===== config.mk =====
export PLATFORM = sky130hd
export DESIGN_NAME = fetch_stage_flat
export DESIGN_NICKNAME = d
export VERILOG_FILES = /design/src/rtl/fetch_stage_if.sv /design/src/rtl/fetch_stage.sv /design/src/flat_wrapper.sv
export SDC_FILE = /design/constraint.sdc
export NUM_CORES = 1
export LEC_CHECK = 0
export CORE_MARGIN = 8
export CORE_UTILIZATION = 25
export DETAILED_ROUTE_END_ITERATION = 8
export GPL_TIMING_DRIVEN = 0
export HOLD_SLACK_MARGIN = 0.12
export PLACE_DENSITY = 0.56
export SYNTH_ARGS = -nofsm -noshare
export SYNTH_HDL_FRONTEND = slang
export SYNTH_SLANG_ARGS = --single-unit
export TNS_END_PERCENT = 30

===== constraint.sdc =====
create_clock -name clk -period 4.5 [get_ports clk]
set_input_delay 0.9 -clock clk [delete_from_list [all_inputs] [get_ports clk]]
set_output_delay 0.9 -clock clk [all_outputs]
set_load 0.02 [all_outputs]

===== src/rtl/fetch_stage_if.sv =====
`default_nettype none
// ============================================================================
// Module   : fetch_stage_if
// Purpose  : SRAM-like instruction port (addr_ok / data_ok handshake).
// Revision : 1.0 - initial release
// ============================================================================
interface fetch_stage_if;
  logic        inst_req;
  logic [31:0] inst_addr;
  logic        inst_addr_ok;
  logic        inst_data_ok;
  logic [31:0] inst_rdata;

  modport master (
    output inst_req,
    output inst_addr,
    input  inst_addr_ok,
    input  inst_data_ok,
    input  inst_rdata
  );

  modport slave (
    input  inst_req,
    input  inst_addr,
    output inst_addr_ok,
    output inst_data_ok,
    output inst_rdata
  );
endinterface
`default_nettype wire


===== src/rtl/fetch_stage.sv =====
`default_nettype none
// ============================================================================
// Module   : fetch_stage
// Purpose  : MIPS instruction fetch with a small instruction queue, single
//            outstanding request, delay-slot branch redirect and flush.
// Revision : 1.0 - initial release
// ============================================================================
module fetch_stage #(
  parameter logic [31:0] RESET_PC = 32'hBFC0_0000,
  parameter int          QDEPTH   = 2
) (
  input  wire logic        clk,
  input  wire logic        resetn,
  fetch_stage_if.master    imem,
  output logic             if_valid,
  output logic [31:0]      if_pc,
  output logic [31:0]      if_inst,
  input  wire logic        id_allowin,
  input  wire logic        br_valid,
  input  wire logic [31:0] br_pc,
  input  wire logic [31:0] br_target,
  input  wire logic        flush,
  input  wire logic [31:0] flush_target
);

  localparam int                 c_ptr_w  = $clog2(QDEPTH);
  localparam int                 c_cnt_w  = c_ptr_w + 1;
  localparam logic [c_cnt_w-1:0] c_qdepth = c_cnt_w'(QDEPTH);

  logic [31:0]        pc_q, pc_d;
  logic               out_q, out_d;
  logic [31:0]        out_pc_q, out_pc_d;
  logic [1:0]         disc_q, disc_d;
  logic               redir_q, redir_d;
  logic [31:0]        redir_tgt_q, redir_tgt_d;
  logic               stall_q, stall_d;
  logic [c_ptr_w-1:0] hd_q, hd_d;
  logic [c_cnt_w-1:0] cnt_q, cnt_d;
  logic [31:0]        qpc_q   [QDEPTH];
  logic [31:0]        qpc_d   [QDEPTH];
  logic [31:0]        qinst_q [QDEPTH];
  logic [31:0]        qinst_d [QDEPTH];

  logic               w_can_issue;
  logic               w_req;
  logic               w_misalign;
  logic               w_accept;
  logic               w_resp;
  logic               w_pop;
  logic               w_br;
  logic [31:0]        w_ds;
  logic               w_hit_q;
  logic               w_hit_out;
  logic [c_cnt_w-1:0] w_keep_cnt;
  logic [c_cnt_w-1:0] w_cnt;
  logic               w_push;
  logic [31:0]        w_push_pc;
  logic [31:0]        w_push_inst;
  logic               w_pop_eff;
  logic [c_ptr_w-1:0] w_wr_idx;

  // Misaligned PCs never reach the port; they become an error entry instead.
  assign w_can_issue   = resetn && !out_q && (cnt_q < c_qdepth) && !stall_q;
  assign w_req         = w_can_issue && (pc_q[1:0] == 2'b00);
  assign w_misalign    = w_can_issue && (pc_q[1:0] != 2'b00);
  assign w_accept      = w_req && imem.inst_addr_ok;
  assign w_resp        = out_q && imem.inst_data_ok;
  assign imem.inst_req  = w_req;
  assign imem.inst_addr = pc_q;

  assign if_valid = (cnt_q != '0);
  assign if_pc    = if_valid ? qpc_q[hd_q]   : 32'd0;
  assign if_inst  = if_valid ? qinst_q[hd_q] : 32'd0;
  assign w_pop    = if_valid && id_allowin;
  assign w_br     = br_valid && !flush;

  // Delay-slot search, oldest queue entry first, then the in-flight request.
  always_comb begin
    w_ds       = br_pc + 32'd4;
    w_hit_q    = 1'b0;
    w_keep_cnt = cnt_q;
    for (int i = QDEPTH - 1; i >= 0; i--) begin
      if ((c_cnt_w'(i) < cnt_q) && (qpc_q[hd_q + c_ptr_w'(i)] == w_ds)) begin
        w_hit_q    = 1'b1;
        w_keep_cnt = c_cnt_w'(i + 1);
      end
    end
    w_hit_out = !w_hit_q && out_q && (disc_q == 2'd0) && (out_pc_q == w_ds);
  end

  always_comb begin
    pc_d        = pc_q;
    out_d       = out_q;
    out_pc_d    = out_pc_q;
    disc_d      = disc_q;
    redir_d     = redir_q;
    redir_tgt_d = redir_tgt_q;
    stall_d     = stall_q;
    hd_d        = hd_q;
    qpc_d       = qpc_q;
    qinst_d     = qinst_q;
    w_cnt       = cnt_q;
    w_push      = 1'b0;
    w_push_pc   = out_pc_q;
    w_push_inst = imem.inst_rdata;
    w_pop_eff   = w_pop;
    w_wr_idx    = '0;

    if (w_accept) begin
      out_d    = 1'b1;
      out_pc_d = pc_q;
      pc_d     = redir_q ? redir_tgt_q : pc_q + 32'd4;
      redir_d  = 1'b0;
    end

    if (w_resp) begin
      out_d = 1'b0;
      if (disc_q != 2'd0) begin
        disc_d = disc_q - 2'd1;
      end else begin
        w_push = 1'b1;
      end
    end

    if (w_misalign) begin
      w_push      = 1'b1;
      w_push_pc   = pc_q;
      w_push_inst = 32'd0;
      stall_d     = 1'b1;
    end

    if (w_br) begin
      if (w_hit_q) begin
        // Everything younger than the queued delay slot is wrong-path.
        w_cnt   = w_keep_cnt;
        w_push  = 1'b0;
        stall_d = stall_q;
        if ((out_q && !w_resp) || w_accept) begin
          disc_d = 2'd1;
        end
        pc_d    = br_target;
        redir_d = 1'b0;
      end else if (w_hit_out || (w_accept && (pc_q == w_ds))) begin
        pc_d    = br_target;
        redir_d = 1'b0;
      end else begin
        redir_d     = 1'b1;
        redir_tgt_d = br_target;
      end
    end

    if (flush) begin
      w_cnt     = '0;
      w_push    = 1'b0;
      w_pop_eff = 1'b0;
      disc_d    = ((out_q && !w_resp) || w_accept) ? 2'd1 : 2'd0;
      redir_d   = 1'b0;
      stall_d   = 1'b0;
      pc_d      = flush_target;
    end

    w_wr_idx = hd_q + w_cnt[c_ptr_w-1:0];
    if (w_push) begin
      qpc_d[w_wr_idx]   = w_push_pc;
      qinst_d[w_wr_idx] = w_push_inst;
    end
    if (w_pop_eff) begin
      hd_d = hd_q + c_ptr_w'(1);
    end
    cnt_d = w_cnt - c_cnt_w'(w_pop_eff) + c_cnt_w'(w_push);
  end

  always_ff @(posedge clk) begin
    if (!resetn) begin
      pc_q        <= RESET_PC;
      out_q       <= 1'b0;
      out_pc_q    <= 32'd0;
      disc_q      <= 2'd0;
      redir_q     <= 1'b0;
      redir_tgt_q <= 32'd0;
      stall_q     <= 1'b0;
      hd_q        <= '0;
      cnt_q       <= '0;
      for (int i = 0; i < QDEPTH; i++) begin
        qpc_q[i]   <= 32'd0;
        qinst_q[i] <= 32'd0;
      end
    end else begin
      pc_q        <= pc_d;
      out_q       <= out_d;
      out_pc_q    <= out_pc_d;
      disc_q      <= disc_d;
      redir_q     <= redir_d;
      redir_tgt_q <= redir_tgt_d;
      stall_q     <= stall_d;
      hd_q        <= hd_d;
      cnt_q       <= cnt_d;
      for (int i = 0; i < QDEPTH; i++) begin
        qpc_q[i]   <= qpc_d[i];
        qinst_q[i] <= qinst_d[i];
      end
    end
  end

endmodule
`default_nettype wire


===== src/flat_wrapper.sv =====
// flat-port wrapper written by rule: the top's interface ports become plain ports
module fetch_stage_flat 
#(
  parameter logic [31:0] RESET_PC = 32'hBFC0_0000,
  parameter int          QDEPTH   = 2
)
  (clk, resetn, if_valid, if_pc, if_inst, id_allowin, br_valid, br_pc, br_target, flush, flush_target, imem_inst_req, imem_inst_addr, imem_inst_addr_ok, imem_inst_data_ok, imem_inst_rdata);
  fetch_stage_if imem_i ();
  input  wire logic clk;
  input  wire logic resetn;
  output logic if_valid;
  output logic [31:0] if_pc;
  output logic [31:0] if_inst;
  input  wire logic id_allowin;
  input  wire logic br_valid;
  input  wire logic [31:0] br_pc;
  input  wire logic [31:0] br_target;
  input  wire logic flush;
  input  wire logic [31:0] flush_target;
  output wire logic [$bits(imem_i.inst_req)-1:0] imem_inst_req;
  output wire logic [$bits(imem_i.inst_addr)-1:0] imem_inst_addr;
  input wire logic [$bits(imem_i.inst_addr_ok)-1:0] imem_inst_addr_ok;
  input wire logic [$bits(imem_i.inst_data_ok)-1:0] imem_inst_data_ok;
  input wire logic [$bits(imem_i.inst_rdata)-1:0] imem_inst_rdata;
  assign imem_inst_req = imem_i.inst_req;
  assign imem_inst_addr = imem_i.inst_addr;
  assign imem_i.inst_addr_ok = imem_inst_addr_ok;
  assign imem_i.inst_data_ok = imem_inst_data_ok;
  assign imem_i.inst_rdata = imem_inst_rdata;
  fetch_stage #(.RESET_PC(RESET_PC), .QDEPTH(QDEPTH)) u_core (.clk(clk), .resetn(resetn), .imem(imem_i), .if_valid(if_valid), .if_pc(if_pc), .if_inst(if_inst), .id_allowin(id_allowin), .br_valid(br_valid), .br_pc(br_pc), .br_target(br_target), .flush(flush), .flush_target(flush_target));
endmodule

* After elaboration in Yosys (flattened, before gate mapping) *
Index checks and enable logic that the tools add are counted.
W data, S select, Z words.

word-level totals
  register bits after elaboration = 232
  input bits = 135
  output and inout port bits = 98

cells by class
  $add $sub $neg = 7
  magnitude comparators = 7
  eq/ne operators = 5
  mux-type cells = 51
  bitwise operators = 6
  reductions and logical operators = 33

operator list
  cell                     count
  $mux W32                 20
  $bwmux W64               2
  $eq A32 B32 Y1           4
  $add A32 B3 Y32 const B  2
  $demux W32 S1            1
  $mux W2                  11
  $logic_and A1 B1 Y1      17
  $mux W1                  17
  $reduce_bool A2 Y1       4
  $ge A2 B2 Y1 const B     3
  $not A1 Y2               3
  $logic_not A1 Y1         5
  $logic_not A2 Y1         2
  $lt A1 B2 Y1 const A     2
  $reduce_or A2 Y1         2
  $not A1 Y1               3
  $reduce_and A3 Y1        1
  $add A2 B1 Y2            1
  $logic_or A1 B1 Y1       2
  $lt A2 B1 Y1 const B     1
  $lt A2 B2 Y1 const B     1
  $ne A2 B2 Y1 const B     1
  $sub A2 B1 Y2            1
  $sub A2 B1 Y2 const B    1
  other kinds (2)          2

* Depth between registers and ports, before layout *
Gate-level depths: netlist of run 1.

  depth after elaboration = 19
  gate-level depth with buffers = 19
  mapped depth without buffers = 15

* Least setup slack after synthesis of run 1 *
Ideal clock, no wire load.

  path type = in2reg
  from = input port br_pc[2]
  to = register u_core.redir_tgt_q[10]
  setup time = 0.128 ns
  arrival = 4.637 ns
  required time = 4.372 ns
  setup slack = -0.265 ns
  stages = 15
  path buffers = 3
  cell sequence = ha_1 nand4_4 nor4_1 clkbuf_1 xnor2_1 xnor2_1 or4_1 or4_1 or4_4 and4_4 buf_6 nand2_8 buf_8 mux2i_1 nor2_1

on the way
  cells in the longest elaborated chain, start to end = 12
  elaborated cells on any way between the ends = 18
  classes of those cells = add/sub (1); eq/ne (4); mux (2); bitwise (2); reduce/logical (9)

RTL lines
  item                               RTL line            text
  start: declaration                 flat_wrapper.sv:16  input wire logic [31:0] br_pc;
  $add A32 B3 Y32 *                  fetch_stage.sv:79   w_ds = br_pc + 32'd4;
  $eq A32 B32 Y1                     fetch_stage.sv:83   if ((c_cnt_w'(i) < cnt_q) && (qpc_q[hd_q + c_ptr_w'(i)] == w_ds)) begin
  $logic_and A1 B1 Y1                fetch_stage.sv:83
  $mux W1 (2 in series)              fetch_stage.sv:83
  $logic_not A1 Y1                   fetch_stage.sv:88   w_hit_out = !w_hit_q && out_q && (disc_q == 2'd0) && (out_pc_q == w_ds);
  $logic_and A1 B1 Y1 (3 in series)  fetch_stage.sv:88
  $logic_or A1 B1 Y1                 fetch_stage.sv:143  end else if (w_hit_out || (w_accept && (pc_q == w_ds))) begin
  $not A1 Y1 (no line)               -
  $reduce_and A3 Y1 (no line) *      -
  end signal: assignment             fetch_stage.sv:194  redir_tgt_q <= redir_tgt_d;
  end: declaration                   fetch_stage.sv:35   logic [31:0] redir_tgt_q, redir_tgt_d;

Every way passes the cells marked *; elsewhere a longest branch is shown, timed or not.
A chain may end at the register's enable or synchronous reset.

* Worst setup path in the final report of run 1 *
  from = input port br_pc[2]
  to = register u_core.redir_tgt_q[17]

The elaborated chain is that of the path after synthesis.

==> out/metrics.yaml, run 1 <==
worst_setup_path:
  required_ns: 4.91
  critical_path_arrival_ns: 4.90
  timing.rr.end: "u_core.qinst_q[35]"
  ff2ff_setup_slack_ns: 0.08
  path_class: "in -> reg"
  worstSetupStartpointType: "input pin"
  endpoint: "u_core.redir_tgt_q[17]"
  startpoint: "br_pc[2]"
  endpoint_kind: "register"
  critPathMaxFanout: 10
  timing.rr.start: "u_core.hd_q"
  reg2regPathDepth: 18
global_routing:
  grt.busiest_layer: "met2"
  use_met3_pct: 3.06
  grt_usage_pct: 20.5
  grt_util_met2_pct: 33.4
  use_met1_pct: 27.0
  grt_pass1_wl_mm: 112
  grt_max_degree: 15
  grt_pass1_vias: 16800
  gr-total-overflow: 0
  antenna_found_initial: 6
clocking:
  htree_levels: 1
  holdBufCountCts: 0
  clk_pin_slew_ns: 0.06
  cts_tree: "yes"
  numCtsBuffers: 27
  cts.root.buffer_cell: "clkbuf_16"
  clock_path_buffers: 3
  clk_latency_ns: 0.57
  numClockSinks: 232
floorplanning:
  core-area_mm2: 0.0631
  rows: 92
  pin_count: 233
  die_x_um: 269
  die_y_um: 269
  initial_core_util_pct: 25.3
  design.die.area_mm2: 0.0722
job:
  drv_cap: 0
synthesis:
  synth_top_family_by_area: "simple AND/OR/NAND/NOR gates"
  syn_area_mm2: 0.0160
  synth_edf_count: 0
  synth-adder-area-share_pct: 0.314
  async_flop_share_pct: 0
  synthSimpleGateAreaFrac_pct: 26.0
  synth.distinct_cells: 89
  ys_dominant_reg_cell: "dfxtp_1"
  synth_nets: 2181
  seq_area_frac_synth_pct: 29.1
  synth-compound-area-share_pct: 14.1
  post_synth_xor_area_fraction_pct: 9.76
  synth-seq-cells: 232
  synth_area_per_cell_um2: 7.82
  ys_warn_count: 0
  synth.area.mux_share_pct: 14.9
  syn_inst: 2042
timing:
  worst_slew_pin_slew_ns: 1.27
  min_period_ns: 4.48
  rsz0062_at_grt: "true"
  slew_violations: 0
  fin_hold_ws_ns: 0.458
  fin_crit_sh_pct: 99.7
  finalWorstSetupSlack_ns: 0.0150
  setup_viol: 0
  slew_headroom_pct: 15.0
  finClkSkew_ns: 0.0145
  fmax_mhz: 223
  fin_setup_tns_ns: 0
  hold_viol_final: 0
finish:
  final_cell_mix: "nand2_1, nor2_1, dfxtp_1"
  finalNonFillerCells: 3192
  fill_cells: 6730
  drive_gt1_share_pct: 12.2
  multiInputGateArea_mm2: 0.0111
  regArea_mm2: 0.00465
  final_common_cell: "nand2_1"
  areaGrowthSynthToFinish_pct: 33.2
  fin_nets: 2461
detailed_routing:
  vias: 17000
  drc: 0
  wirelength_mm: 77.8
  ant_nets: 0
  first_pass_iters: 6
  first_iter_violations: 1578
  drt-wirelength-per-cell_um: 24.4
  via_per_inst: 5.34
placement:
  gp_routability_congestion: 0.960
  portBuffers: 214
  hpwl_mm: 62.8
  dpl.cell_count: 3102
  pre_cts_ws_ns: -2.21
outcome:
  status: "finished, final reports clean"
hold_path:
  min-delay-start: "u_core.redir_tgt_q[30]"
  hold_class: "reg -> reg"
power:
  p_leak_nw: 7.47
  irDropWorstVdd_uv: 255
  power.density_mw_per_mm2: 270
worst min path at each step:
stage	endpoint	slack [ns]	cells after the start
2_1_floorplan	u_core.disc_q[1]	0.43	2
3_3_place_gp	u_core.disc_q[1]	0.44	2
3_5_place_dp	u_core.redir_tgt_q[8]	0.45	2
4_1_cts	u_core.redir_tgt_q[29]	0.46	2
5_1_grt	u_core.redir_tgt_q[29]	0.47	2
6_report	u_core.redir_tgt_q[30]	0.46	2
timing repair:
item / CTS / global route
endpoints found under the hold margin: 0 / 0
setup endpoints to repair: 266 / 189
resized for setup: 133 / 100
setup buffers: 32 / 11
gates cloned: 0 / 1
pin swaps: 18 / 13
power breakdown:
| part | leakage (nW) | switching (mW) | internal (mW) |
|---|---|---|---|
| combinational | 5.12 | 0.724 | 0.463 |
| clock | 0.465 | 0.947 | 1.42 |
| sequential | 1.89 | 0.0745 | 2.12 |
state kept, by name, indices dropped and copies added, names as in the netlist:
signal / count
u_core.out_pc_q: 32
u_core.redir_tgt_q: 32
u_core.hd_q: 1
u_core.out_q: 1
u_core.redir_q: 1
u_core.cnt_q: 2
u_core.qinst_q: 64
u_core.disc_q: 2
u_core.stall_q: 1
u_core.imem.inst_addr: 32
u_core.qpc_q: 64
Yosys cell counts (4+ instances only):
master,instances,area (µm²)
o22ai_1,16,100
or4_1,12,90.1
nand3b_1,4,30.0
nor4b_1,6,52.6
nor2b_1,7,43.8
nand3_1,87,435
nor4_1,29,181
a311oi_1,4,35.0
nor2_1,257,965
and4_1,12,105
a22oi_1,8,60.1
dfxtp_1,232,4640
o211ai_1,11,82.6
buf_6,8,90.1
mux2i_1,216,2160
inv_1,27,101
nor3b_1,4,30.0
a31oi_1,13,81.3
a2111oi_0,11,96.3
ha_1,4,50.1
xnor3_1,26,586
o21ai_1,64,320
nand2_1,264,991
and3_1,25,156
buf_2,29,145
mux2_2,16,180
o21a_1,11,82.6
buf_1,15,56.3
a211oi_1,15,113
and2_1,46,288
nand2b_1,5,31.3
xor2_1,37,324
buf_4,9,67.6
clkbuf_1,112,420
o21ai_0,42,210
o31ai_1,4,30.0
a221oi_1,10,87.6
o2111ai_1,7,61.3
xnor2_1,74,648
a21oi_1,102,510
nor3_1,52,260
or3_1,10,62.6
nand4_1,31,194
layer usage:
| layer | vias to the layer above | part of all wire [%] |
|---|---|---|
| li1 | 7790 | - |
| met1 | 8357 | 43 |
| met2 | 765 | 46 |
| met3 | 124 | 7.2 |
| met4 | 2 | 4.4 |
| met5 | - | 0.017 |
worst max-delay path, cell delays in order:
cell	delay, ns
clkdlybuf4s15_2	0.23
buf_6	0.17
nand3_4	0.14
buf_6	0.21
or4_4	0.61
o21ai_2	0.37
nand3b_1	0.13
a2111o_1	0.44
nor4_1	0.51
nand4_1	0.22
and4_4	0.26
buf_8	0.15
nand2_8	0.10
buf_12	0.17
mux2i_1	0.21
nor2_1	0.06
per-stage QoR:
stage	util, %	instance area [µm²]	total power, mW
after CTS	33.0	20800	5.72
after global placement	30.5	19200	3.33
after global routing	33.7	21300	5.92
after detailed placement	30.5	19200	3.34
final	33.7	21300	5.74
after floorplan	-	16000	2.85
area by class of cell:
cell class	instances	share of cell area (%)
antenna	4	0.0471
buffer	170	4.84
clock buffer	34	3.35
clock inverter	15	1.06
inverter	27	0.477
multi-input combinational	1607	52.0
sequential	232	21.9
tap	846	4.98
timing repair buffer	257	11.4
cell families (layout without fill, tap and decap cells):
logic type / count (synthesis) / in the layout
AO/OA/AOI/OAI: 359 / 359
XOR/XNOR: 137 / 137
adder cells (fa/ha/maj): 4 / 4
buffers and inverters: 204 / 503
flip-flops: 232 / 232
multiplexers: 234 / 234
other: 0 / 4
AND/OR/NAND/NOR: 872 / 873
Power figures use the tool's default switching activity.
==> inputs of run 2 (changes only) <==
--- a/config.mk
+++ b/config.mk
@@ -5,7 +5,7 @@
 export SDC_FILE = /design/constraint.sdc
 export NUM_CORES = 1
 export LEC_CHECK = 0
-export CORE_MARGIN = 8
+export CORE_MARGIN = 1
 export CORE_UTILIZATION = 25
 export DETAILED_ROUTE_END_ITERATION = 8
 export GPL_TIMING_DRIVEN = 0
==> constraint.sdc (replaced) <==
create_clock -name clk -period 3.9 [get_ports clk]
set_input_delay 0.78 -clock clk [delete_from_list [all_inputs] [get_ports clk]]
set_output_delay 0.78 -clock clk [all_outputs]
set_load 0.02 [all_outputs]
==> run 2 against run 1 <==
The run now ends with negative setup slack left. Clock power grew 8%. Global-route usage up 3.7 points. Register-to-register slack got worse by 0.24 ns. Combinational power is 29% higher. Highest routed layer unchanged. Flip-flop and latch count unchanged. Sequential power rose by 16%. Final area is 8.1% higher. Worst hold slack worse by 0.0021 ns. Critical path depth is 2 higher. Non-clock buffer count is 93 higher. First-iteration DRC count up 10%.
==> out/metrics.yaml, run 2 (synthesized netlist as in run 1, its figures left out) <==
detailed_routing:
  first_pass_iters: 6
  ant_nets: 0
  vias: 17700
  first_iter_violations: 1743
  drt-wirelength-per-cell_um: 24.7
  drc: 0
  wirelength_mm: 81.1
  via_per_inst: 5.40
clocking:
  numCtsBuffers: 27
  cts.root.buffer_cell: "clkbuf_16"
  cts_tree: "yes"
  clk_latency_ns: 0.57
  numClockSinks: 232
  htree_levels: 1
  clock_path_buffers: 3
  clk_pin_slew_ns: 0.06
finish:
  reg_top3: "u_core.qinst_q x64, u_core.qpc_q x64"
  finalNonFillerCells: 3281
  drive_gt1_share_pct: 18.2
  final_cell_mix: "nand2_1, nor2_1, dfxtp_1"
  fill_cells: 6573
  fin_nets: 2553
  areaGrowthSynthToFinish_pct: 44.1
  final_common_cell: "nand2_1"
  design_area_mm2: 0.0230
worst_setup_path:
  ff2ff_setup_slack_ns: -0.16
  startpoint: "br_pc[11]"
  endpoint_kind: "register"
  path_class: "in -> reg"
  critical_path_arrival_ns: 4.51
  timing.rr.start: "u_core.hd_q"
  required_ns: 4.34
  worstSetupStartpointType: "input pin"
  reg2regPathDepth: 20
  timing.rr.end: "u_core.qinst_q[37]"
  critPathMaxFanout: 7
  endpoint: "u_core.qinst_q[40]"
placement:
  gp_routability_congestion: 0.951
  portBuffers: 214
  dpl_cell_area_mm2: 0.0194
  hpwl_mm: 62.8
  dpl.cell_count: 3102
timing:
  slew_headroom_pct: 18.4
  worst_slew_pin_slew_ns: 1.21
  finalWorstSetupSlack_ns: -0.174
  hold_viol_final: 0
  fin_crit_sh_pct: 104
  slew_violations: 0
  setup_viol: 172
  finClkSkew_ns: 0.0237
  fmax_mhz: 245
  min_period_ns: 4.07
  rsz0062_at_grt: "true"
power:
  power.total_mw: 6.62
  irDropWorstVdd_uv: 321
  power.density_mw_per_mm2: 288
  p_leak_nw: 8.23
global_routing:
  grt_usage_pct: 24.2
  grt_max_degree: 14
  gr-total-overflow: 0
  antenna_found_initial: 3
  grt_pass1_vias: 17200
  grt_pass1_wl_mm: 116
floorplanning:
  design.die.area_mm2: 0.0649
  die_y_um: 255
  rows: 92
  pin_count: 233
  core-area_mm2: 0.0631
  initial_core_util_pct: 25.3
  die_x_um: 255
job:
  drv_cap: 0
outcome:
  status: "finished, violations left"
  failed_checks: "negative setup slack"
hold_path:
  hold_class: "reg -> reg"
## run 2: cell count changes in the layout (fill, tap and decap cells not counted), sizes merged
| cell | change |
|---|---|
| nor2 | -1 |
| dlygate4sd2 | +1 |
| bufbuf | +1 |
| clkinvlp | +1 |
| clkinv | -4 |
| buf | +105 |
| clkdlybuf4s15 | -1 |
| diode | -3 |
| clkdlybuf4s50 | -2 |
| bufinv | -4 |
| clkbuf | -2 |
| inv | -2 |
## run 2: worst min-delay path by stage
| stage | start | endpoint | slack, ns | cells after the start |
|---|---|---|---|---|
| finish | u_core.redir_tgt_q[23] | u_core.redir_tgt_q[23] | 0.46 | 2 |
| floorplan | u_core.disc_q[1] | u_core.disc_q[1] | 0.43 | 2 |
| global route | u_core.redir_tgt_q[27] | u_core.redir_tgt_q[27] | 0.47 | 2 |
| global placement | u_core.redir_tgt_q[8] | u_core.redir_tgt_q[8] | 0.44 | 2 |
| detailed placement | u_core.redir_tgt_q[30] | u_core.redir_tgt_q[30] | 0.45 | 2 |
| CTS | u_core.redir_tgt_q[30] | u_core.redir_tgt_q[30] | 0.46 | 2 |
## run 2: area by class of cell
cell class	count	area, µm²	area share, %
clock buffers	43	816	3.55
flip-flops and latches	232	4650	20.2
diodes	1	2.50	0.0109
repair buffers	351	3490	15.2
multi-input cells	1606	11500	50.0
inverters	27	101	0.441
well taps	846	1060	4.60
clock inverters	6	65.1	0.283
plain buffers	169	1320	5.76
## run 2: power breakdown
group / total [mW] / leakage [nW] / switching (mW) / internal (mW)
Combinational: 1.53 / 5.92 / 0.885 / 0.642
Sequential: 2.53 / 1.89 / 0.0882 / 2.45
Clock: 2.55 / 0.430 / 1.06 / 1.49
## run 2: per-stage QoR
stage | util (%) | hold WS, ns | setup WS, ns | setup TNS, ns
final | 36.5 | 0.456 | -0.174 | -13.95
after global routing | 36.5 | 0.469 | -0.258 | -32.66
after CTS | 36.1 | 0.455 | -0.128 | -6.17
after detailed placement | 30.8 | 0.446 | -2.73 | -591.74
after global placement | 30.8 | 0.441 | -2.74 | -594.60
after floorplan | - | 0.429 | -0.241 | -36.14
## run 2: critical path, cell delays in order
cell and delay, ns:
buf_8 0.09, nand4_1 0.13, buf_6 0.17, buf_6 0.11
or3_4 0.39, or4_4 0.52, a211oi_2 0.18, or4b_4 0.52
nor4_4 0.20, nand4_1 0.22, o211ai_1 0.23, and3_1 0.20
buf_6 0.13, buf_12 0.17, buf_12 0.12, buf_16 0.11
mux2i_1 0.17, nor2_1 0.06
## run 2: timing repair
| item | 4_1_cts | 5_1_grt |
|---|---|---|
| hold buffers | 0 | 0 |
| setup endpoints to repair | 286 | 225 |
| pin swaps | 60 | 17 |
| buffers inserted | 120 | 9 |
| cloned | 8 | 0 |
| resized for setup | 354 | 38 |
| endpoints found under the hold margin | 0 | 0 |
## run 2: routing by layer
layer  track usage, %  wire, µm
met1             32.0     34700
met2             38.8     37100
met3             3.44      5670
met4             11.1      3710
met5                0        12
